===== src/rtl/id_ex_register_if.sv =====
// ID/EX pipeline boundary bundle: ID-side controls/operands in, EX-side registered copies out.
interface id_ex_register_if #(
  parameter int DATA_WIDTH = 32
);
  logic                  i_stall_EX;
  logic                  i_flush_EX;
  logic                  i_valid_ID;
  logic                  i_jump_ID;
  logic                  i_branch_ID;
  logic                  i_reg_write_ID;
  logic                  i_mem_write_ID;
  logic                  i_alu_src_ID;
  logic                  i_addr_src_ID;
  logic                  i_fence_ID;
  logic [1:0]            i_result_src_ID;
  logic [2:0]            i_alu_op_ID;
  logic [2:0]            i_funct_3_ID;
  logic                  i_funct_7_5_ID;
  logic [DATA_WIDTH-1:0] i_rd1_ID;
  logic [DATA_WIDTH-1:0] i_rd2_ID;
  logic [DATA_WIDTH-1:0] i_pc_ID;
  logic [DATA_WIDTH-1:0] i_pc_plus4_ID;
  logic [DATA_WIDTH-1:0] i_imm_ext_ID;
  logic [4:0]            i_rs1_ID;
  logic [4:0]            i_rs2_ID;
  logic [4:0]            i_rd_ID;

  logic                  o_valid_EX;
  logic                  o_jump_EX;
  logic                  o_branch_EX;
  logic                  o_reg_write_EX;
  logic                  o_mem_write_EX;
  logic                  o_alu_src_EX;
  logic                  o_addr_src_EX;
  logic                  o_fence_EX;
  logic [1:0]            o_result_src_EX;
  logic [2:0]            o_alu_op_EX;
  logic [2:0]            o_funct_3_EX;
  logic                  o_funct_7_5_EX;
  logic [DATA_WIDTH-1:0] o_rd1_EX;
  logic [DATA_WIDTH-1:0] o_rd2_EX;
  logic [DATA_WIDTH-1:0] o_pc_EX;
  logic [DATA_WIDTH-1:0] o_pc_plus4_EX;
  logic [DATA_WIDTH-1:0] o_imm_ext_EX;
  logic [4:0]            o_rs1_EX;
  logic [4:0]            o_rs2_EX;
  logic [4:0]            o_rd_EX;
  logic                  o_fence_stall;

  modport master (
    output i_stall_EX, i_flush_EX, i_valid_ID, i_jump_ID, i_branch_ID, i_reg_write_ID,
           i_mem_write_ID, i_alu_src_ID, i_addr_src_ID, i_fence_ID, i_result_src_ID,
           i_alu_op_ID, i_funct_3_ID, i_funct_7_5_ID, i_rd1_ID, i_rd2_ID, i_pc_ID,
           i_pc_plus4_ID, i_imm_ext_ID, i_rs1_ID, i_rs2_ID, i_rd_ID,
    input  o_valid_EX, o_jump_EX, o_branch_EX, o_reg_write_EX, o_mem_write_EX,
           o_alu_src_EX, o_addr_src_EX, o_fence_EX, o_result_src_EX, o_alu_op_EX,
           o_funct_3_EX, o_funct_7_5_EX, o_rd1_EX, o_rd2_EX, o_pc_EX, o_pc_plus4_EX,
           o_imm_ext_EX, o_rs1_EX, o_rs2_EX, o_rd_EX, o_fence_stall
  );

  modport slave (
    input  i_stall_EX, i_flush_EX, i_valid_ID, i_jump_ID, i_branch_ID, i_reg_write_ID,
           i_mem_write_ID, i_alu_src_ID, i_addr_src_ID, i_fence_ID, i_result_src_ID,
           i_alu_op_ID, i_funct_3_ID, i_funct_7_5_ID, i_rd1_ID, i_rd2_ID, i_pc_ID,
           i_pc_plus4_ID, i_imm_ext_ID, i_rs1_ID, i_rs2_ID, i_rd_ID,
    output o_valid_EX, o_jump_EX, o_branch_EX, o_reg_write_EX, o_mem_write_EX,
           o_alu_src_EX, o_addr_src_EX, o_fence_EX, o_result_src_EX, o_alu_op_EX,
           o_funct_3_EX, o_funct_7_5_EX, o_rd1_EX, o_rd2_EX, o_pc_EX, o_pc_plus4_EX,
           o_imm_ext_EX, o_rs1_EX, o_rs2_EX, o_rd_EX, o_fence_stall
  );
endinterface


===== src/rtl/id_ex_register.sv =====
// ID/EX pipeline register with stall/flush and a FENCE drain counter that
// injects bubbles into EX and holds the front end while memory ops settle.
module id_ex_register #(
  parameter int DATA_WIDTH  = 32,
  parameter int FENCE_DRAIN = 3
) (
  input  logic         clk,
  input  logic         rst,
  id_ex_register_if.slave bus
);
  typedef struct packed {
    logic                  valid;
    logic                  jump;
    logic                  branch;
    logic                  reg_write;
    logic                  mem_write;
    logic                  alu_src;
    logic                  addr_src;
    logic                  fence;
    logic [1:0]            result_src;
    logic [2:0]            alu_op;
    logic [2:0]            funct_3;
    logic                  funct_7_5;
    logic [DATA_WIDTH-1:0] rd1;
    logic [DATA_WIDTH-1:0] rd2;
    logic [DATA_WIDTH-1:0] pc;
    logic [DATA_WIDTH-1:0] pc_plus4;
    logic [DATA_WIDTH-1:0] imm_ext;
    logic [4:0]            rs1;
    logic [4:0]            rs2;
    logic [4:0]            rd;
  } ex_t;

  // A bubble is all-zero except the ALU op, which idles as add.
  function automatic ex_t bubble_f();
    ex_t r;
    r        = '0;
    r.alu_op = 3'b010;
    return r;
  endfunction

  ex_t        ex_q, ex_d, id_s;
  logic [2:0] cnt_q, cnt_d;
  logic       fence_stall_q;

  assign id_s.valid      = bus.i_valid_ID;
  assign id_s.jump       = bus.i_jump_ID;
  assign id_s.branch     = bus.i_branch_ID;
  assign id_s.reg_write  = bus.i_reg_write_ID;
  assign id_s.mem_write  = bus.i_mem_write_ID;
  assign id_s.alu_src    = bus.i_alu_src_ID;
  assign id_s.addr_src   = bus.i_addr_src_ID;
  assign id_s.fence      = bus.i_fence_ID;
  assign id_s.result_src = bus.i_result_src_ID;
  assign id_s.alu_op     = bus.i_alu_op_ID;
  assign id_s.funct_3    = bus.i_funct_3_ID;
  assign id_s.funct_7_5  = bus.i_funct_7_5_ID;
  assign id_s.rd1        = bus.i_rd1_ID;
  assign id_s.rd2        = bus.i_rd2_ID;
  assign id_s.pc         = bus.i_pc_ID;
  assign id_s.pc_plus4   = bus.i_pc_plus4_ID;
  assign id_s.imm_ext    = bus.i_imm_ext_ID;
  assign id_s.rs1        = bus.i_rs1_ID;
  assign id_s.rs2        = bus.i_rs2_ID;
  assign id_s.rd         = bus.i_rd_ID;

  always_comb begin
    ex_d  = ex_q;
    cnt_d = cnt_q;
    if (bus.i_flush_EX) begin
      ex_d = bubble_f();
    end else if (cnt_q != 3'd0) begin
      ex_d = bubble_f();
    end else if (bus.i_stall_EX) begin
      ex_d = ex_q;
    end else if (!bus.i_valid_ID) begin
      ex_d = bubble_f();
    end else begin
      ex_d = id_s;
      if (bus.i_fence_ID) begin
        cnt_d = 3'(FENCE_DRAIN);
      end
    end
    // Draining ticks independently of flush; only a stall freezes it.
    if (cnt_q != 3'd0 && !bus.i_stall_EX) begin
      cnt_d = cnt_q - 3'd1;
    end
  end

  always_ff @(posedge clk) begin
    if (rst) begin
      ex_q          <= bubble_f();
      cnt_q         <= 3'd0;
      fence_stall_q <= 1'b0;
    end else begin
      ex_q          <= ex_d;
      cnt_q         <= cnt_d;
      fence_stall_q <= (cnt_d != 3'd0);
    end
  end

  assign bus.o_valid_EX      = ex_q.valid;
  assign bus.o_jump_EX       = ex_q.jump;
  assign bus.o_branch_EX     = ex_q.branch;
  assign bus.o_reg_write_EX  = ex_q.reg_write;
  assign bus.o_mem_write_EX  = ex_q.mem_write;
  assign bus.o_alu_src_EX    = ex_q.alu_src;
  assign bus.o_addr_src_EX   = ex_q.addr_src;
  assign bus.o_fence_EX      = ex_q.fence;
  assign bus.o_result_src_EX = ex_q.result_src;
  assign bus.o_alu_op_EX     = ex_q.alu_op;
  assign bus.o_funct_3_EX    = ex_q.funct_3;
  assign bus.o_funct_7_5_EX  = ex_q.funct_7_5;
  assign bus.o_rd1_EX        = ex_q.rd1;
  assign bus.o_rd2_EX        = ex_q.rd2;
  assign bus.o_pc_EX         = ex_q.pc;
  assign bus.o_pc_plus4_EX   = ex_q.pc_plus4;
  assign bus.o_imm_ext_EX    = ex_q.imm_ext;
  assign bus.o_rs1_EX        = ex_q.rs1;
  assign bus.o_rs2_EX        = ex_q.rs2;
  assign bus.o_rd_EX         = ex_q.rd;
  assign bus.o_fence_stall   = fence_stall_q;
endmodule

===== src/flat_wrapper.sv =====
// flat-port wrapper written by rule: the top's interface ports become plain ports
module id_ex_register_flat 
#(
  parameter int DATA_WIDTH  = 32,
  parameter int FENCE_DRAIN = 3
)
  (clk, rst, bus_i_stall_EX, bus_i_flush_EX, bus_i_valid_ID, bus_i_jump_ID, bus_i_branch_ID, bus_i_reg_write_ID, bus_i_mem_write_ID, bus_i_alu_src_ID, bus_i_addr_src_ID, bus_i_fence_ID, bus_i_result_src_ID, bus_i_alu_op_ID, bus_i_funct_3_ID, bus_i_funct_7_5_ID, bus_i_rd1_ID, bus_i_rd2_ID, bus_i_pc_ID, bus_i_pc_plus4_ID, bus_i_imm_ext_ID, bus_i_rs1_ID, bus_i_rs2_ID, bus_i_rd_ID, bus_o_valid_EX, bus_o_jump_EX, bus_o_branch_EX, bus_o_reg_write_EX, bus_o_mem_write_EX, bus_o_alu_src_EX, bus_o_addr_src_EX, bus_o_fence_EX, bus_o_result_src_EX, bus_o_alu_op_EX, bus_o_funct_3_EX, bus_o_funct_7_5_EX, bus_o_rd1_EX, bus_o_rd2_EX, bus_o_pc_EX, bus_o_pc_plus4_EX, bus_o_imm_ext_EX, bus_o_rs1_EX, bus_o_rs2_EX, bus_o_rd_EX, bus_o_fence_stall);
  id_ex_register_if #(.DATA_WIDTH(DATA_WIDTH)) bus_i ();
  input  logic clk;
  input  logic rst;
  input wire logic [$bits(bus_i.i_stall_EX)-1:0] bus_i_stall_EX;
  input wire logic [$bits(bus_i.i_flush_EX)-1:0] bus_i_flush_EX;
  input wire logic [$bits(bus_i.i_valid_ID)-1:0] bus_i_valid_ID;
  input wire logic [$bits(bus_i.i_jump_ID)-1:0] bus_i_jump_ID;
  input wire logic [$bits(bus_i.i_branch_ID)-1:0] bus_i_branch_ID;
  input wire logic [$bits(bus_i.i_reg_write_ID)-1:0] bus_i_reg_write_ID;
  input wire logic [$bits(bus_i.i_mem_write_ID)-1:0] bus_i_mem_write_ID;
  input wire logic [$bits(bus_i.i_alu_src_ID)-1:0] bus_i_alu_src_ID;
  input wire logic [$bits(bus_i.i_addr_src_ID)-1:0] bus_i_addr_src_ID;
  input wire logic [$bits(bus_i.i_fence_ID)-1:0] bus_i_fence_ID;
  input wire logic [$bits(bus_i.i_result_src_ID)-1:0] bus_i_result_src_ID;
  input wire logic [$bits(bus_i.i_alu_op_ID)-1:0] bus_i_alu_op_ID;
  input wire logic [$bits(bus_i.i_funct_3_ID)-1:0] bus_i_funct_3_ID;
  input wire logic [$bits(bus_i.i_funct_7_5_ID)-1:0] bus_i_funct_7_5_ID;
  input wire logic [$bits(bus_i.i_rd1_ID)-1:0] bus_i_rd1_ID;
  input wire logic [$bits(bus_i.i_rd2_ID)-1:0] bus_i_rd2_ID;
  input wire logic [$bits(bus_i.i_pc_ID)-1:0] bus_i_pc_ID;
  input wire logic [$bits(bus_i.i_pc_plus4_ID)-1:0] bus_i_pc_plus4_ID;
  input wire logic [$bits(bus_i.i_imm_ext_ID)-1:0] bus_i_imm_ext_ID;
  input wire logic [$bits(bus_i.i_rs1_ID)-1:0] bus_i_rs1_ID;
  input wire logic [$bits(bus_i.i_rs2_ID)-1:0] bus_i_rs2_ID;
  input wire logic [$bits(bus_i.i_rd_ID)-1:0] bus_i_rd_ID;
  output wire logic [$bits(bus_i.o_valid_EX)-1:0] bus_o_valid_EX;
  output wire logic [$bits(bus_i.o_jump_EX)-1:0] bus_o_jump_EX;
  output wire logic [$bits(bus_i.o_branch_EX)-1:0] bus_o_branch_EX;
  output wire logic [$bits(bus_i.o_reg_write_EX)-1:0] bus_o_reg_write_EX;
  output wire logic [$bits(bus_i.o_mem_write_EX)-1:0] bus_o_mem_write_EX;
  output wire logic [$bits(bus_i.o_alu_src_EX)-1:0] bus_o_alu_src_EX;
  output wire logic [$bits(bus_i.o_addr_src_EX)-1:0] bus_o_addr_src_EX;
  output wire logic [$bits(bus_i.o_fence_EX)-1:0] bus_o_fence_EX;
  output wire logic [$bits(bus_i.o_result_src_EX)-1:0] bus_o_result_src_EX;
  output wire logic [$bits(bus_i.o_alu_op_EX)-1:0] bus_o_alu_op_EX;
  output wire logic [$bits(bus_i.o_funct_3_EX)-1:0] bus_o_funct_3_EX;
  output wire logic [$bits(bus_i.o_funct_7_5_EX)-1:0] bus_o_funct_7_5_EX;
  output wire logic [$bits(bus_i.o_rd1_EX)-1:0] bus_o_rd1_EX;
  output wire logic [$bits(bus_i.o_rd2_EX)-1:0] bus_o_rd2_EX;
  output wire logic [$bits(bus_i.o_pc_EX)-1:0] bus_o_pc_EX;
  output wire logic [$bits(bus_i.o_pc_plus4_EX)-1:0] bus_o_pc_plus4_EX;
  output wire logic [$bits(bus_i.o_imm_ext_EX)-1:0] bus_o_imm_ext_EX;
  output wire logic [$bits(bus_i.o_rs1_EX)-1:0] bus_o_rs1_EX;
  output wire logic [$bits(bus_i.o_rs2_EX)-1:0] bus_o_rs2_EX;
  output wire logic [$bits(bus_i.o_rd_EX)-1:0] bus_o_rd_EX;
  output wire logic [$bits(bus_i.o_fence_stall)-1:0] bus_o_fence_stall;
  assign bus_i.i_stall_EX = bus_i_stall_EX;
  assign bus_i.i_flush_EX = bus_i_flush_EX;
  assign bus_i.i_valid_ID = bus_i_valid_ID;
  assign bus_i.i_jump_ID = bus_i_jump_ID;
  assign bus_i.i_branch_ID = bus_i_branch_ID;
  assign bus_i.i_reg_write_ID = bus_i_reg_write_ID;
  assign bus_i.i_mem_write_ID = bus_i_mem_write_ID;
  assign bus_i.i_alu_src_ID = bus_i_alu_src_ID;
  assign bus_i.i_addr_src_ID = bus_i_addr_src_ID;
  assign bus_i.i_fence_ID = bus_i_fence_ID;
  assign bus_i.i_result_src_ID = bus_i_result_src_ID;
  assign bus_i.i_alu_op_ID = bus_i_alu_op_ID;
  assign bus_i.i_funct_3_ID = bus_i_funct_3_ID;
  assign bus_i.i_funct_7_5_ID = bus_i_funct_7_5_ID;
  assign bus_i.i_rd1_ID = bus_i_rd1_ID;
  assign bus_i.i_rd2_ID = bus_i_rd2_ID;
  assign bus_i.i_pc_ID = bus_i_pc_ID;
  assign bus_i.i_pc_plus4_ID = bus_i_pc_plus4_ID;
  assign bus_i.i_imm_ext_ID = bus_i_imm_ext_ID;
  assign bus_i.i_rs1_ID = bus_i_rs1_ID;
  assign bus_i.i_rs2_ID = bus_i_rs2_ID;
  assign bus_i.i_rd_ID = bus_i_rd_ID;
  assign bus_o_valid_EX = bus_i.o_valid_EX;
  assign bus_o_jump_EX = bus_i.o_jump_EX;
  assign bus_o_branch_EX = bus_i.o_branch_EX;
  assign bus_o_reg_write_EX = bus_i.o_reg_write_EX;
  assign bus_o_mem_write_EX = bus_i.o_mem_write_EX;
  assign bus_o_alu_src_EX = bus_i.o_alu_src_EX;
  assign bus_o_addr_src_EX = bus_i.o_addr_src_EX;
  assign bus_o_fence_EX = bus_i.o_fence_EX;
  assign bus_o_result_src_EX = bus_i.o_result_src_EX;
  assign bus_o_alu_op_EX = bus_i.o_alu_op_EX;
  assign bus_o_funct_3_EX = bus_i.o_funct_3_EX;
  assign bus_o_funct_7_5_EX = bus_i.o_funct_7_5_EX;
  assign bus_o_rd1_EX = bus_i.o_rd1_EX;
  assign bus_o_rd2_EX = bus_i.o_rd2_EX;
  assign bus_o_pc_EX = bus_i.o_pc_EX;
  assign bus_o_pc_plus4_EX = bus_i.o_pc_plus4_EX;
  assign bus_o_imm_ext_EX = bus_i.o_imm_ext_EX;
  assign bus_o_rs1_EX = bus_i.o_rs1_EX;
  assign bus_o_rs2_EX = bus_i.o_rs2_EX;
  assign bus_o_rd_EX = bus_i.o_rd_EX;
  assign bus_o_fence_stall = bus_i.o_fence_stall;
  id_ex_register #(.DATA_WIDTH(DATA_WIDTH), .FENCE_DRAIN(FENCE_DRAIN)) u_core (.clk(clk), .rst(rst), .bus(bus_i));
endmodule

===== config.mk =====
export PLATFORM = sky130hd
export DESIGN_NAME = id_ex_register_flat
export DESIGN_NICKNAME = d
export VERILOG_FILES = /design/src/rtl/id_ex_register_if.sv /design/src/rtl/id_ex_register.sv /design/src/flat_wrapper.sv
export SDC_FILE = /design/constraint.sdc
export NUM_CORES = 1
export LEC_CHECK = 0
export CELL_PAD_IN_SITES_DETAIL_PLACEMENT = 1
export CELL_PAD_IN_SITES_GLOBAL_PLACEMENT = 1
export CORE_UTILIZATION = 29
export CTS_CLUSTER_DIAMETER = 100
export DETAILED_ROUTE_END_ITERATION = 10
export PLACE_DENSITY_LB_ADDON = 0.25
export SYNTH_ARGS = -nofsm -noshare
export SYNTH_HDL_FRONTEND = slang
export SYNTH_SLANG_ARGS = --single-unit
export TNS_END_PERCENT = 10

===== constraint.sdc =====
create_clock -name clk -period 4.8 [get_ports clk]
set_clock_uncertainty 0.05 [all_clocks]
set_input_delay 0.72 -clock clk [delete_from_list [all_inputs] [get_ports clk]]
set_output_delay 0.72 -clock clk [all_outputs]
set_load 0.01 [all_outputs]

==> impl.org <==
** Route
- The first detailed-routing pass took 4 iterations.
- Total wire length :: 23600 um
- Remaining routing DRC violations :: 0
- The routed layout has 6392 vias.
- Number of nets still failing antenna checks after routing :: 0
- DR WL/cell :: 17.9 um
- The detailed router finished its first iteration with between 200 and 300 violations.
- Using the TritonRoute via totals, the vias-per-cell ratio works out to approximately 4.8.

** Finish
- Most common library cell in the layout ignoring fill and taps :: clkdlybuf4s50_1
- For this run, the post-layout net count is 1219.
- Synth-to-Final Area Change :: 67.3%
- Commonest cells after routing, fill and taps aside :: clkdlybuf4s50_1, dfxtp_1, nor2_1
- Proportion of layout cells with a drive suffix above 1 :: between 3 and 4%
- Number of diodes added for antenna fixing :: 0

** Critical path
- Worst endpoint required time :: 5.03 ns
- Top fanout value on the critical path :: 56
- STA classifies the critical path startpoint as an input port.
- The slowest stage of the critical path belongs to the cell or3_4.
- The critical path goes through clkdlybuf4s50_1 -> or3_4 -> buf_4 -> nor2_1.
- The critical path contains buffers and inverters numbering 2 combined.
- The cell family contributing the most delay on the critical path is buffers and inverters.
- Critical path capture point type :: register
- The worst setup path is of the input port to register kind.
- WP data arrival :: around 2.7 ns
- The largest single stage delay on the critical path is about 0.6 ns.

** Global routing
- Number of global-route vias before repair :: about 6600
- After global routing the overflow that remains totals 0.
- Antenna violations before repair :: 0
- Largest net degree at the start of global routing :: 111
- Overall track demand over capacity in global routing :: 19.5%
- The first global-routing pass estimated 36000 um of wire.

** Logic synthesis
- The synthesized netlist occupies a cell area of 0.00668 mm^2.
- The cell count after synthesis came out at 674.
- The number of nets in the synthesized netlist is 872.
- Syn_area_per_cell :: 9.91 um^2
- Number of storage elements in the synthesis netlist :: 196
- For this run, the register share of the synthesized area comes to 58.8%.
- Counting distinct cell types in the post-synthesis netlist gives 24.
- During synthesis, Yosys emitted a total of 0 warnings.

** Floorplan
- The initial utilization of the core area, before any placement, comes to 29.5%.
- The die covers about 0.024 mm^2.
- FP Rows :: 55
- Die boundary height :: 154 um
- 389 I/O pins were placed.
- Placeable core region :: 0.0226 mm^2
- Die span in x :: 154 um

** Hold path
- Worst min path class :: register to register

** Timing
- The final-report max-slew violation count is 0.
- Achievable clock frequency :: 0.413 GHz
- The final hold violation count is 0.
- Final period demand of the worst path :: ~2.4 ns
- In this run the tightest slew margin relative to its limit is between 20 and 30%.
- At the pin with the least slew margin, the transition time is 1.12 ns.
- Setup violation total in the final timing report :: 0
- Final total negative setup slack :: 0 ns
- Unrepaired setup endpoints after global routing :: false
- Share of the clock period used by the worst path :: between 50% and 60%

** Power
- Summed over all cells, the static leakage comes to 3.87 nW.
- Power density of the placed cells :: 325 mW/mm^2
- In this run switching power makes up 25.7% of total power.
- Internal power :: 0.00270 W
- VDD sags by at most 213 uV.
- Share of total power in sequential cells :: 46.6%
- In this run the power spent charging and discharging nets is 0.000932 W.
- After layout, the design draws a total of ~0.0036 W.
- Logic gate share of total power :: 14.0%
- The clock network accounts for 39.4% of the total power.

** Clock tree
- Total number of H-tree levels :: 4
- CTS Hold Bufs :: 0
- The clock passes through at most 2 buffers.
- Post CTS Setup Buffer Count :: 0
- Clock-pin slew was measured on the worst setup and hold paths at 0.07 ns.
- Root Buffer :: clkbuf_16
- Clock buffer count from CTS :: 17
- The clock reaches the later pin of the worst-skew pair after 0.41 ns.
- Post-cts gate resize count :: 0
- TritonCTS built the clock tree.
- Clock sink count :: ~200

** Place
- Port buffering added 388 buffers.
- Routability-driven placement finished with a final weighted congestion of 0.731.
- The HPWL after detailed placement is around 16000 um.

** Run
- Max-cap violations in this run came to 0.

** Outcome
- The flow ran to the end, and the final reports show no timing, DRC or antenna violations.
==> synthesized netlist by cell type (all sizes together) <==
cell,count,area [um^2]
nand2b,3,26.3
a21oi,5,25.0
clkbuf,42,158
or3,3,18.8
nand3b,1,7.51
nor2b,2,12.5
buf,23,240
ha,2,25.0
nand2,2,7.51
and3b,1,8.76
inv,3,11.3
o21bai,1,7.51
nor2,192,721
a21o,2,15.0
nand3,1,5.00
a221oi,2,17.5
a32o,1,10.0
dfxtp,196,3920
a22oi,189,1420
or4,1,7.51
or2,1,6.26
o21ai,1,5.00
==> routing by layer <==
layer	vias up	track usage [%]	wire (um)
met2	247	33.9	11500
li1	3076	-	-
met3	29	8.46	2290
met4	0	6.86	476
met5	-	0	0
met1	3040	20.9	9260
==> stage by stage <==
step                instances  area [um^2]  util (%)  hold WS, ns  setup WS [ns]
finish                   1319        11200      49.3        0.411           2.38
global route             1319        11200      49.3        0.439           2.24
CTS                      1319        11200      49.3        0.421           2.38
detailed placement       1287        10600      46.7        0.410           1.92
global placement         1287        10600      46.7        0.400           1.93
floorplan                 674         6680         -        0.436           3.11
==> cell type report <==
cell class / instances / area [um^2]
timing repair buffer: 393 / 3940
inverter: 3 / 11.3
tap: 285 / 357
sequential: 196 / 3920
clock inverter: 12 / 139
fill: 2522 / 11500
clock buffer: 20 / 447
multi-input combinational: 410 / 2360
==> worst reg2reg max path: stages, from the launching register on <==
cell and delay, ns:
dfxtp_1 0.35, inv_1 0.09, ha_1 0.27, nand2b_4 0.11, or3_4 0.55, buf_4 0.62, nor2_1 0.14
==> state kept, by name (all words and copies together) (netlist names), 2 cells and up <==
| name | count |
|---|---|
| u_core.bus.o_pc_EX | 32 |
| u_core.bus.o_funct_3_EX | 3 |
| u_core.bus.o_rs2_EX | 5 |
| u_core.bus.o_rd1_EX | 32 |
| u_core.bus.o_imm_ext_EX | 32 |
| u_core.cnt_q | 3 |
| u_core.bus.o_result_src_EX | 2 |
| u_core.bus.o_rd_EX | 5 |
| u_core.bus.o_alu_op_EX | 3 |
| u_core.bus.o_rs1_EX | 5 |
| u_core.bus.o_rd2_EX | 32 |
| u_core.bus.o_pc_plus4_EX | 32 |
==> power by group through the flow <==
| stage | registers [W] | logic (W) | clock network (W) |
|---|---|---|---|
| after global routing | 0.00170 | 0.000553 | 0.00155 |
| final | 0.00169 | 0.000509 | 0.00143 |
| after detailed placement | 0.00173 | 0.000514 | 0 |
| after CTS | 0.00169 | 0.000517 | 0.00148 |
| after floorplan | 0.00175 | 0.000225 | 0 |
| after global placement | 0.00173 | 0.000511 | 0 |
==> cells by family after synthesis <==
group / share of synthesized area, %
simple gates: 12.3
flops: 58.8
compound gates: 22.4
buf+inv: 6.13
fa+ha+maj: 0.375
==> worst paths after layout <==
kind	start	to	slack [ns]	cells after the start
setup / recovery	rst	u_core.bus.o_jump_EX	2.38	4
hold / removal	u_core.bus.o_fence_EX	u_core.bus.o_fence_EX	0.41	2
setup reg to reg	u_core.cnt_q[0]	u_core.bus.o_jump_EX	2.48	6
hold reg to reg	u_core.bus.o_fence_EX	u_core.bus.o_fence_EX	0.41	2
(Power assumes the default switching activity.)
